## config.mk

```make
export PLATFORM = sky130hd
export DESIGN_NAME = key_event_filter
export DESIGN_NICKNAME = d
export VERILOG_FILES = /design/src/rtl/key_event_filter.sv
export SDC_FILE = /design/constraint.sdc
export NUM_CORES = 1
export LEC_CHECK = 0
export CORE_UTILIZATION = 47
export CTS_CLUSTER_DIAMETER = 80
export DETAILED_ROUTE_END_ITERATION = 16
export HOLD_SLACK_MARGIN = 0.06
export PLACE_DENSITY = 0.62
export SETUP_SLACK_MARGIN = 0.1
export SYNTH_ARGS = -nofsm -noshare
export SYNTH_HDL_FRONTEND = slang
export SYNTH_SLANG_ARGS = --single-unit
```

## constraint.sdc

```tcl
create_clock -name i_clk -period 2.55 [get_ports i_clk]
set_input_delay 0.51 -clock i_clk [delete_from_list [all_inputs] [get_ports i_clk]]
set_output_delay 0.51 -clock i_clk [all_outputs]
set_load 0.01 [all_outputs]
```

## src/rtl/key_event_filter.sv

```systemverilog
// key_event_filter: per-channel synchronised, debounced key front end with press/release/long/repeat pulses
module key_event_filter #(
  parameter int N_KEYS      = 4,
  parameter int I_CLK_FREQ  = 50_000_000,
  parameter int DEBOUNCE_MS = 20,
  parameter int LONG_MS     = 1000,
  parameter int REPEAT_MS   = 200,
  parameter int ACTIVE_LOW  = 1
) (
  input  logic              i_clk,
  input  logic              i_rst_n,
  input  logic [N_KEYS-1:0] i_key,
  output logic [N_KEYS-1:0] o_key_level,
  output logic [N_KEYS-1:0] o_press,
  output logic [N_KEYS-1:0] o_release,
  output logic [N_KEYS-1:0] o_long,
  output logic [N_KEYS-1:0] o_repeat
);
  localparam int DB_CYC     = I_CLK_FREQ / 1000 * DEBOUNCE_MS;
  localparam int LONG_CYC   = I_CLK_FREQ / 1000 * LONG_MS;
  localparam int REPEAT_CYC = I_CLK_FREQ / 1000 * REPEAT_MS;
  // repeat counter keeps a legal width even when repeat is disabled
  localparam int RC  = (REPEAT_CYC > 0) ? REPEAT_CYC : 1;
  localparam int DBW = $clog2(DB_CYC + 1);
  localparam int HW  = $clog2(LONG_CYC + 1);
  localparam int RW  = $clog2(RC + 1);
  localparam logic AL = (ACTIVE_LOW != 0);

  typedef enum logic [1:0] {S_IDLE, S_PRESS_DB, S_HELD, S_RELEASE_DB} state_t;

  logic [N_KEYS-1:0] sync0, sync1;

  // two-stage synchroniser, parked at the inactive key level in reset
  always_ff @(posedge i_clk or negedge i_rst_n) begin
    if (!i_rst_n) begin
      sync0 <= {N_KEYS{AL}};
      sync1 <= {N_KEYS{AL}};
    end else begin
      sync0 <= i_key;
      sync1 <= sync0;
    end
  end

  for (genvar g = 0; g < N_KEYS; g++) begin : g_ch
    state_t         state, state_nxt;
    logic [DBW-1:0] db, db_nxt;
    logic [HW-1:0]  hold, hold_nxt;
    logic [RW-1:0]  rep, rep_nxt;
    logic           done, done_nxt;
    logic           lvl, lvl_nxt, prs, prs_nxt, rls, rls_nxt, lng, lng_nxt, rpt, rpt_nxt;
    logic           pressed;

    assign pressed = sync1[g] ^ AL;

    // next-state and event decode; counters freeze in states that do not touch them
    always_comb begin
      state_nxt = state;
      db_nxt    = db;
      hold_nxt  = hold;
      rep_nxt   = rep;
      done_nxt  = done;
      lvl_nxt   = lvl;
      prs_nxt   = 1'b0;
      rls_nxt   = 1'b0;
      lng_nxt   = 1'b0;
      rpt_nxt   = 1'b0;
      case (state)
        S_IDLE: if (pressed) begin
          state_nxt = S_PRESS_DB;
          db_nxt    = '0;
        end
        S_PRESS_DB:
          if (!pressed) state_nxt = S_IDLE;
          else if (db == DBW'(DB_CYC - 1)) begin
            state_nxt = S_HELD;
            prs_nxt   = 1'b1;
            lvl_nxt   = 1'b1;
            hold_nxt  = '0;
            rep_nxt   = '0;
            done_nxt  = 1'b0;
          end else db_nxt = db + DBW'(1);
        S_HELD:
          if (!pressed) begin
            state_nxt = S_RELEASE_DB;
            db_nxt    = '0;
          end else if (!done) begin
            if (hold == HW'(LONG_CYC - 1)) begin
              lng_nxt  = 1'b1;
              done_nxt = 1'b1;
            end else hold_nxt = hold + HW'(1);
          end else if (REPEAT_CYC > 0) begin
            if (rep == RW'(RC - 1)) begin
              rpt_nxt = 1'b1;
              rep_nxt = '0;
            end else rep_nxt = rep + RW'(1);
          end
        S_RELEASE_DB:
          if (pressed) state_nxt = S_HELD;
          else if (db == DBW'(DB_CYC - 1)) begin
            state_nxt = S_IDLE;
            rls_nxt   = 1'b1;
            lvl_nxt   = 1'b0;
          end else db_nxt = db + DBW'(1);
        default: state_nxt = S_IDLE;
      endcase
    end

    // channel state and registered outputs
    always_ff @(posedge i_clk or negedge i_rst_n) begin
      if (!i_rst_n) begin
        state <= S_IDLE;
        db    <= '0;
        hold  <= '0;
        rep   <= '0;
        done  <= 1'b0;
        lvl   <= 1'b0;
        prs   <= 1'b0;
        rls   <= 1'b0;
        lng   <= 1'b0;
        rpt   <= 1'b0;
      end else begin
        state <= state_nxt;
        db    <= db_nxt;
        hold  <= hold_nxt;
        rep   <= rep_nxt;
        done  <= done_nxt;
        lvl   <= lvl_nxt;
        prs   <= prs_nxt;
        rls   <= rls_nxt;
        lng   <= lng_nxt;
        rpt   <= rpt_nxt;
      end
    end

    assign o_key_level[g] = lvl;
    assign o_press[g]     = prs;
    assign o_release[g]   = rls;
    assign o_long[g]      = lng;
    assign o_repeat[g]    = rpt;
  end
endmodule

```

### Yosys cells after proc, flatten, opt, wreduce, memory -nomap -nowiden

Index checks and enable logic that the tools add are counted.

| storage, ports and cells | value |
|---|---|
| bits in registers | 320 |
| input port bits | 6 |
| output and inout port bits | 20 |
| logic and storage cells | 350 |

| operators by class | value |
|---|---|
| $add $sub $neg | 12 |
| equal/unequal tests | 72 |
| multiplexer cells | 188 |
| reduce and logical (&&, ||, !) cells | 36 |

Operator list:

| cell | count |
|---|---|
| two-way mux 26 bit | 20 |
| two-way mux 24 bit | 20 |
| two-way mux 20 bit | 20 |
| one-hot mux 20 bit (4 select lines) | 4 |
| one-hot mux 26 bit (2 select lines) | 4 |
| one-hot mux 24 bit (2 select lines) | 4 |
| adder 26 x 1 -> 26 bit, second input constant | 4 |
| equality test 26 bit, second input constant | 4 |
| adder 24 x 1 -> 24 bit, second input constant | 4 |
| equality test 24 bit, second input constant | 4 |
| adder 20 x 1 -> 20 bit, second input constant | 4 |
| equality test 20 bit, second input constant | 4 |
| two-way mux 1 bit | 80 |
| inequality test 2 bit, second input constant | 40 |
| two-way mux 2 bit | 24 |
| AND reduction 4 bit | 12 |
| AND reduction 5 bit | 8 |
| one-hot mux 2 bit (4 select lines) | 4 |
| inequality test 3 bit, second input constant | 8 |
| AND reduction 6 bit | 4 |
| equality test 2 bit, second input constant | 8 |
| one-hot mux 1 bit (2 select lines) | 8 |
| nonzero test 2 bit | 8 |
| equality test 2 x 1 -> 1 bit, second input constant | 4 |
| logical NOT 2 bit | 4 |

### Longest topological paths before layout

Gate-level depths: netlist of run 1.

| logic depth | value |
|---|---|
| word-level depth | 5 |
| gate-level depth with buffers | 11 |
| mapped depth without buffers | 8 |

### Worst setup path after synthesis of run 1

Ideal clock, no wire load.

| timing | value |
|---|---|
| path kind | reg-to-reg |
| from | register g_ch[2].db[15] |
| to | register g_ch[2].rep[10] |
| setup time | 0.123 ns |
| arrival time | 2.555 ns |
| slack | -0.128 ns |
| cell stages (with the launch flop) | 10 |
| clock period less this slack | 2.678 ns |
| path through | dfrtp_1 or4b_1 or4_4 or3_1 buf_6 nand2_1 and2_1 clkbuf_1 buf_2 nor2_1 |

| between the ends | value |
|---|---|
| longest elaborated chain between the ends | 3 |

RTL lines:

| item | RTL line | text |
|---|---|---|
| start: declaration | 46 | `logic [DBW-1:0] db, db_nxt;` |
| start signal: assignment | 123 | `db <= db_nxt;` |
| equality test 20 bit | 74 | `else if (db == DBW'(DB_CYC - 1)) begin` |
| inequality test 2 bit (no source line) | - |  |
| AND reduction 5 bit (no source line) | - |  |
| end signal: assignment | 125 | `rep <= rep_nxt;` |
| end: declaration | 48 | `logic [RW-1:0] rep, rep_nxt;` |

No other way between the ends.
A chain may end at the register's enable or synchronous reset.

### Worst setup path after layout of run 1

| timing | value |
|---|---|
| from | register g_ch[2].db[13] |
| to | register g_ch[2].rep[18] |

Same word-level chain as after synthesis.

==> flow_summary.json, run 1 <==
{
  "clockPowerShare": 0.503,
  "clock_sinks": 320,
  "power_mw": 11.02,
  "dieArea_um2": 36930,
  "htreeDepth": 2,
  "seq_area_frac_synth": 0.4717,
  "filler_cell_count": 3155,
  "rows": 69,
  "period_needed_ps": 2569,
  "die_y_um": 192.2,
  "cts_buffers": 37,
  "hpwlAfterDp_mm": 26.20,
  "netSwitchingFraction": 0.2173,
  "intPower_mw": 8.623,
  "cpMaxStageDelayCell": "or4b_1",
  "cp_data_arrival_time_ps": 3000,
  "nets": 2050,
  "synth_cells": 1898,
  "regArea_um2": 8019,
  "combinationalPowerShare": 0.028,
  "ys.flop_type": "dfrtp_1",
  "core_um2": 35570,
  "cp-endpoint": "g_ch[2].rep[18]$_DFFE_PN0P_",
  "hp-class": "reg2reg",
  "violations": "setup timing",
  "r2r_end": "g_ch[2].rep[18]$_DFFE_PN0P_",
  "wl_per_cell_um": 15.86,
  "period_share": 1.008,
  "p_leak_nw": 8.688,
  "reg2reg_from": "g_ch[2].db[13]$_DFFE_PN0P_",
  "multi_input_area_um2": 9024,
  "ant_nets": 0,
  "ir_drop_mv": 0.9427,
  "die_w_um": 192.2,
  "setup_violations": 4,
  "insertion_delay_ps": 550,
  "grt.overflow.total": 0,
  "drive_above_1_share": 0.1760,
  "port_buffers": 25,
  "track_usage": 0.2195,
  "startpoint_type": "register",
  "drc": 0,
  "via_count": 14597,
  "power_frac_seq": 0.469,
  "reg2reg_slack_ps": -20,
  "synth-edff-count": 0,
  "cp_data_required_time_ps": 2980,
  "slew_viol_final": 0,
  "critPathKind": "reg2reg",
  "synthArstFlopShare": 1.000,
  "dr.pass1.iters": 5,
  "post-place-ws_ps": -112.8,
  "fin_worst_skew_ps": 20.96,
  "p_per_area_nw_per_um2": 531.5,
  "cts-root-buf": "clkbuf_16",
  "n_antenna_cell": 0,
  "crit_chain": "or4b_1 > or4_4 > or3_4 > buf_12 > buf_4 > a211oi_2 > xnor2_1 > nor2_1",
  "synth_nets": 1916,
  "critPathBufInv": 2,
  "p_sw_mw": 2.394,
  "cp.depth": 8,
  "syn_area_per_cell_um2": 8.956,
  "drt_wl_total_mm": 39.92,
  "ios": 26,
  "initial_core_util": 0.4779,
  "yosys_register_bits": 320,
  "grt_antenna_before_repair": 0,
  "drv_cap": 0,
  "gp_congestion": 0.8398,
  "grt_pass1_vias": 14049,
  "ys_types": 75,
  "grt_first_pass_wirelength_mm": 67.70,
  "drtIter0Drc": 813,
  "clock_path_buffers": 3,
  "rsz0062_at_grt": "true",
  "tightest_slew_ps": 689.7,
  "worstRegToRegCells": 8,
  "synth_warnings": 0,
  "worstSetupEndpointType": "register",
  "cp-startpoint": "g_ch[2].db[13]$_DFFE_PN0P_",
  "critPathMaxFanout": 9,
  "max_slew_margin": 0.5367,
  "syn_to_final_growth_pct": 21.93,
  "max_freq_mhz": 389.2,
  "path_clk_slew_ps": 60,
  "cts_tree": "done",
  "synth_area_um2": 17000,
  "critPathTopFamily": "simple AND/OR/NAND/NOR gates",
  "finalCoreUtilization": 0.5827,
  "hold_viol": 0,
  "vias_per_cell": 5.797,
  "critical_path.max_stage_delay_ps": 510,
  "worst_slack_ps": -19.32,
  "grt_max_degree": 55,
  "outcome": "finished, violations left"
}
-- kinds of logic after synthesis --
| logic type | count (synthesis) | synth area share |
|---|---|---|
| and+or+nand+nor | 879 | 0.2651 |
| AOI/OAI and AO/OA | 430 | 0.1566 |
| DFF | 320 | 0.4717 |
| buffers and inverters | 137 | 0.03540 |
| xor gates and xnor gates | 113 | 0.05822 |
| adders and majority gates | 12 | 0.008832 |
| muxes | 7 | 0.004269 |
-- per-stage QoR --
step | TNS [ps] | cells | cell area [µm²] | hold WS [ps]
2_1_floorplan | -121.8 | 1898 | 17160 | 214.4
3_3_place_gp | -307.8 | 2418 | 18570 | 346.4
3_5_place_dp | -1226 | 2418 | 18570 | 346.8
4_1_cts | -239.9 | 2494 | 20140 | 342.9
5_1_grt | -823.3 | 2518 | 20730 | 352.7
6_report | -43.96 | 2518 | 20730 | 351.0
-- power groups by stage --
stage	Sequential (mW)	Combinational [mW]	Clock (mW)
2_1_floorplan	5.25	0.111	0
3_3_place_gp	5.26	0.296	0
3_5_place_dp	5.26	0.300	0
4_1_cts	5.17	0.303	5.72
5_1_grt	5.17	0.355	5.89
6_report	5.17	0.308	5.54
-- routing by layer --
layer | vias up | wire (µm) | track usage
li1 | 7177 | - | -
met3 | 51 | 1171 | 0.02869
met4 | 0 | 696 | 0.06693
met1 | 7189 | 19250 | 0.3056
met2 | 180 | 18800 | 0.3550
met5 | - | 0 | 0
-- how the worst min path moves through the flow --
stage / start / endpoint / slack (ps) / cells after the start
after CTS: i_key[0] / sync0[0]$_DFF_PN1_ / 340 / 1
after global routing: i_key[1] / sync0[1]$_DFF_PN1_ / 350 / 1
after detailed placement: sync0[1]$_DFF_PN1_ / sync1[1]$_DFF_PN1_ / 350 / 0
after global placement: sync0[0]$_DFF_PN1_ / sync1[0]$_DFF_PN1_ / 350 / 0
after floorplan: i_rst_n / async pin / 210 / 0
final: sync0[0]$_DFF_PN1_ / sync1[0]$_DFF_PN1_ / 350 / 0
-- cell usage after synthesis (4+ instances only) --
library cell	count	area [µm²]
dfrtp_1	312	7807
nor2_1	223	837.1
o21ai_0	191	955.9
nand2_1	174	653.1
nand3_1	110	550.5
xnor2_1	77	674.4
clkbuf_1	72	270.3
nand4_1	66	412.9
a21oi_1	59	295.3
o31ai_1	57	427.9
and3_1	52	325.3
nor3_1	48	240.2
nor4_1	43	269.0
inv_1	37	138.9
xor2_1	36	315.3
a31oi_1	35	219.0
and2_1	20	125.1
buf_4	20	150.1
nand2b_1	20	125.1
or3_1	19	118.9
and4_1	17	148.9
or4_1	17	127.6
a22o_1	13	113.9
nor4b_1	13	113.9
ha_1	12	150.1
nor2b_1	11	68.82
or2_2	10	62.56
nor3b_1	9	67.56
o2111ai_1	9	78.83
o41ai_1	9	78.83
dfstp_2	8	210.2
a211oi_1	7	52.55
o211ai_1	7	52.55
a21o_1	5	37.54
a41oi_1	5	43.79
mux2i_1	5	50.05
nand3b_1	5	37.54
nor4bb_1	5	50.05
o21a_1	5	37.54
buf_2	4	20.02
-- layout by cell type, fill, tap and decap left out, drive strengths merged, types with 11 or more instances in the layout --
master and n:
o21ai 193, ha 12, nand3 110, clkbuf 52, and2 22, dfrtp 312, or3 19, nor2b 11
o31ai 57, and4 17, nand2 174, nand2b 20, a21oi 59, a22o 13, a31oi 35, inv 39
nor2 226, or4 18, nor3 49, and3 52, or2 11, nand4 66, xor2 36, nor4 46
clkdlybuf4s50 24, nor4b 13, buf 167, xnor2 77
-- flip-flops by register name, summed over array words and instances, names as in the netlist, named ones only --
name	flops
g_ch.rls	4
g_ch.hold	104
g_ch.lvl	4
sync1	4
g_ch.prs	4
g_ch.rep	96
g_ch.db	80
g_ch.rpt	4
g_ch.lng	4
g_ch.state	4
g_ch.done	4
sync0	4
-- cell type report --
class | count | area share
flip-flops and latches | 320 | 0.3869
clock buffers | 51 | 0.05264
repair buffers | 193 | 0.08186
clock inverters | 13 | 0.008512
well taps | 461 | 0.02783
inverters | 38 | 0.006882
multi-input cells | 1442 | 0.4354
-- timing repair --
action                                 4_1_cts  5_1_grt
cloned                                       2        0
resized for setup                           49      134
setup endpoints to repair                   91      122
buffers inserted                             9       24
pin swaps                                   11       43
endpoints found under the hold margin       39        0
hold buffers                                 1        0
Power figures use the tool's default switching activity.
==> run 2, diff against run 1 <==
- TNS_END_PERCENT: default -> 1
==> flow_summary.json, run 2 (same netlist as run 1, synthesis figures left out) <==
{
  "tightest_slew_ps": 918.8,
  "insertion_delay_ps": 540,
  "power_frac_seq": 0.483,
  "grt.overflow.total": 0,
  "drv_cap": 0,
  "n_antenna_cell": 0,
  "power_mw": 10.71,
  "cpMaxStageDelayCell": "or4b_1",
  "cp-startpoint": "g_ch[2].db[15]$_DFFE_PN0P_",
  "largest_register": "g_ch.hold",
  "grt_max_degree": 71,
  "core_um2": 35570,
  "intPower_mw": 8.386,
  "dieArea_um2": 36930,
  "port_buffers": 25,
  "drc": 0,
  "vias_per_cell": 5.795,
  "drtIter0Drc": 693,
  "rows": 69,
  "timing.hold.ws_ps": 355.4,
  "filler_cell_count": 3160,
  "path_clk_slew_ps": 60,
  "die_w_um": 192.2,
  "critPathMaxFanout": 6,
  "violations": "setup timing",
  "cts_tree": "done",
  "clockPowerShare": 0.489,
  "worstSetupEndpointType": "register",
  "period_needed_ps": 2577,
  "setup_violations": 4,
  "cts-root-buf": "clkbuf_16",
  "clock_sinks": 320,
  "hpwlAfterDp_mm": 26.29,
  "cts_buffers": 37,
  "critPathTopFamily": "simple AND/OR/NAND/NOR gates",
  "p_per_area_nw_per_um2": 528.8,
  "grt_first_pass_wirelength_mm": 67.48,
  "critical_path.max_stage_delay_ps": 510,
  "p_sw_mw": 2.325,
  "reg2reg_from": "g_ch[2].db[15]$_DFFE_PN0P_",
  "rsz0062_at_grt": "true",
  "r2r_end": "g_ch[2].rep[14]$_DFFE_PN0P_",
  "ant_nets": 0,
  "grt_pass1_vias": 14020,
  "via_count": 14482,
  "mostFrequentLayoutCell": "dfrtp_1",
  "worstRegToRegCells": 7,
  "track_usage": 0.2192,
  "hold_viol": 0,
  "most-common-layout-cells": "dfrtp_1, nor2_1, o21ai_0",
  "cp_data_required_time_ps": 2970,
  "cp_data_arrival_time_ps": 3000,
  "drt_wl_total_mm": 39.22,
  "post-place-ws_ps": -118.9,
  "critPathKind": "reg2reg",
  "max_slew_margin": 0.3858,
  "outcome": "finished, violations left",
  "initial_core_util": 0.4779,
  "gp_congestion": 0.8325,
  "die_y_um": 192.2,
  "ios": 26,
  "nets": 2030,
  "startpoint_type": "register",
  "cp.depth": 7,
  "worst_slack_ps": -27.21,
  "critPathBufInv": 1,
  "p_leak_nw": 8.469,
  "grt_antenna_before_repair": 0,
  "reg2reg_slack_ps": -30,
  "syn_to_final_growth_pct": 19.17,
  "ir_drop_mv": 0.5839,
  "crit_chain": "or4b_1 > or4_4 > or3_4 > buf_12 > a2111oi_4 > xnor2_1 > nor2_1",
  "dr.pass1.iters": 5,
  "fin_worst_skew_ps": 8.966,
  "wl_per_cell_um": 15.69,
  "clock_path_buffers": 3,
  "period_share": 1.011,
  "combinationalPowerShare": 0.028,
  "htreeDepth": 2,
  "slew_viol_final": 0,
  "drive_above_1_share": 0.1447,
  "largest_reg_flops": 104,
  "netSwitchingFraction": 0.2170,
  "cp-endpoint": "g_ch[2].rep[14]$_DFFE_PN0P_",
  "hp-class": "reg2reg",
  "max_freq_mhz": 388.0,
  "largestRegisters": "g_ch.hold x104, g_ch.rep x96, g_ch.db x80"
}
==> run 2: cell types whose count changed in the layout (fill, tap and decap cells not counted), sizes merged <==
cell      previous run  this run
clkbuf              52        58
clkinv               5         3
and2                22        21
clkinvlp             3         1
bufinv               4         3
inv                 39        38
buf                167       149
==> run 2: per-stage QoR <==
step	util	cells	setup TNS (ps)	cell area [µm²]
after floorplan	-	1898	-579.4	17050
after CTS	0.5629	2499	0	20020
final	0.5695	2499	-36.70	20260
after global placement	0.5236	2430	-615.5	18620
after global routing	0.5695	2499	-1220	20260
after detailed placement	0.5236	2430	-1726	18620
==> run 2: worst min-delay path by stage <==
stage | startpoint | end | slack, ps | depth (start not counted)
after global placement | sync0[0]$_DFF_PN1_ | sync1[0]$_DFF_PN1_ | 350 | 0
after floorplan | i_rst_n | async pin | 210 | 0
final | sync0[3]$_DFF_PN1_ | sync1[3]$_DFF_PN1_ | 360 | 0
after detailed placement | sync0[2]$_DFF_PN1_ | sync1[2]$_DFF_PN1_ | 350 | 0
after CTS | i_key[0] | sync0[0]$_DFF_PN1_ | 360 | 1
after global routing | sync0[2]$_DFF_PN1_ | sync1[2]$_DFF_PN1_ | 360 | 0
==> run 2: power groups by stage <==
| stage | Combinational (mW) | Clock, mW | Sequential [mW] |
|---|---|---|---|
| floorplan | 0.111 | 0 | 5.25 |
| global placement | 0.301 | 0 | 5.25 |
| detailed placement | 0.308 | 0 | 5.26 |
| CTS | 0.311 | 5.40 | 5.17 |
| global route | 0.352 | 5.59 | 5.17 |
| finish | 0.303 | 5.24 | 5.17 |
==> run 2: final cells by class <==
| class | instances | area [µm²] | area share |
|---|---|---|---|
| timing repair buffer | 174 | 1535 | 0.07579 |
| tap | 461 | 576.8 | 0.02847 |
| multi-input combinational | 1441 | 8805 | 0.4347 |
| clock buffer | 58 | 1065 | 0.05256 |
| inverter | 38 | 145.1 | 0.007165 |
| sequential | 320 | 8018 | 0.3958 |
| clock inverter | 7 | 112.6 | 0.005559 |
==> run 2: timing repair <==
item | 4_1_cts | 5_1_grt
pin swaps | 25 | 13
hold buffers | 1 | 0
gates resized for setup | 30 | 61
cloned | 1 | 0
setup endpoints to repair | 107 | 121
setup buffers | 2 | 0
hold endpoints to repair | 60 | 0
==> run 2: metal layers <==
metal | wire, µm | track usage | vias up | part of all wire
met3 | 1260 | 0.02869 | 58 | 0.032
met4 | 875 | 0.07601 | 0 | 0.022
met1 | 18650 | 0.3003 | 7052 | 0.48
met5 | 0 | 0 | - | 0
met2 | 18430 | 0.3561 | 228 | 0.47
li1 | - | - | 7144 | -
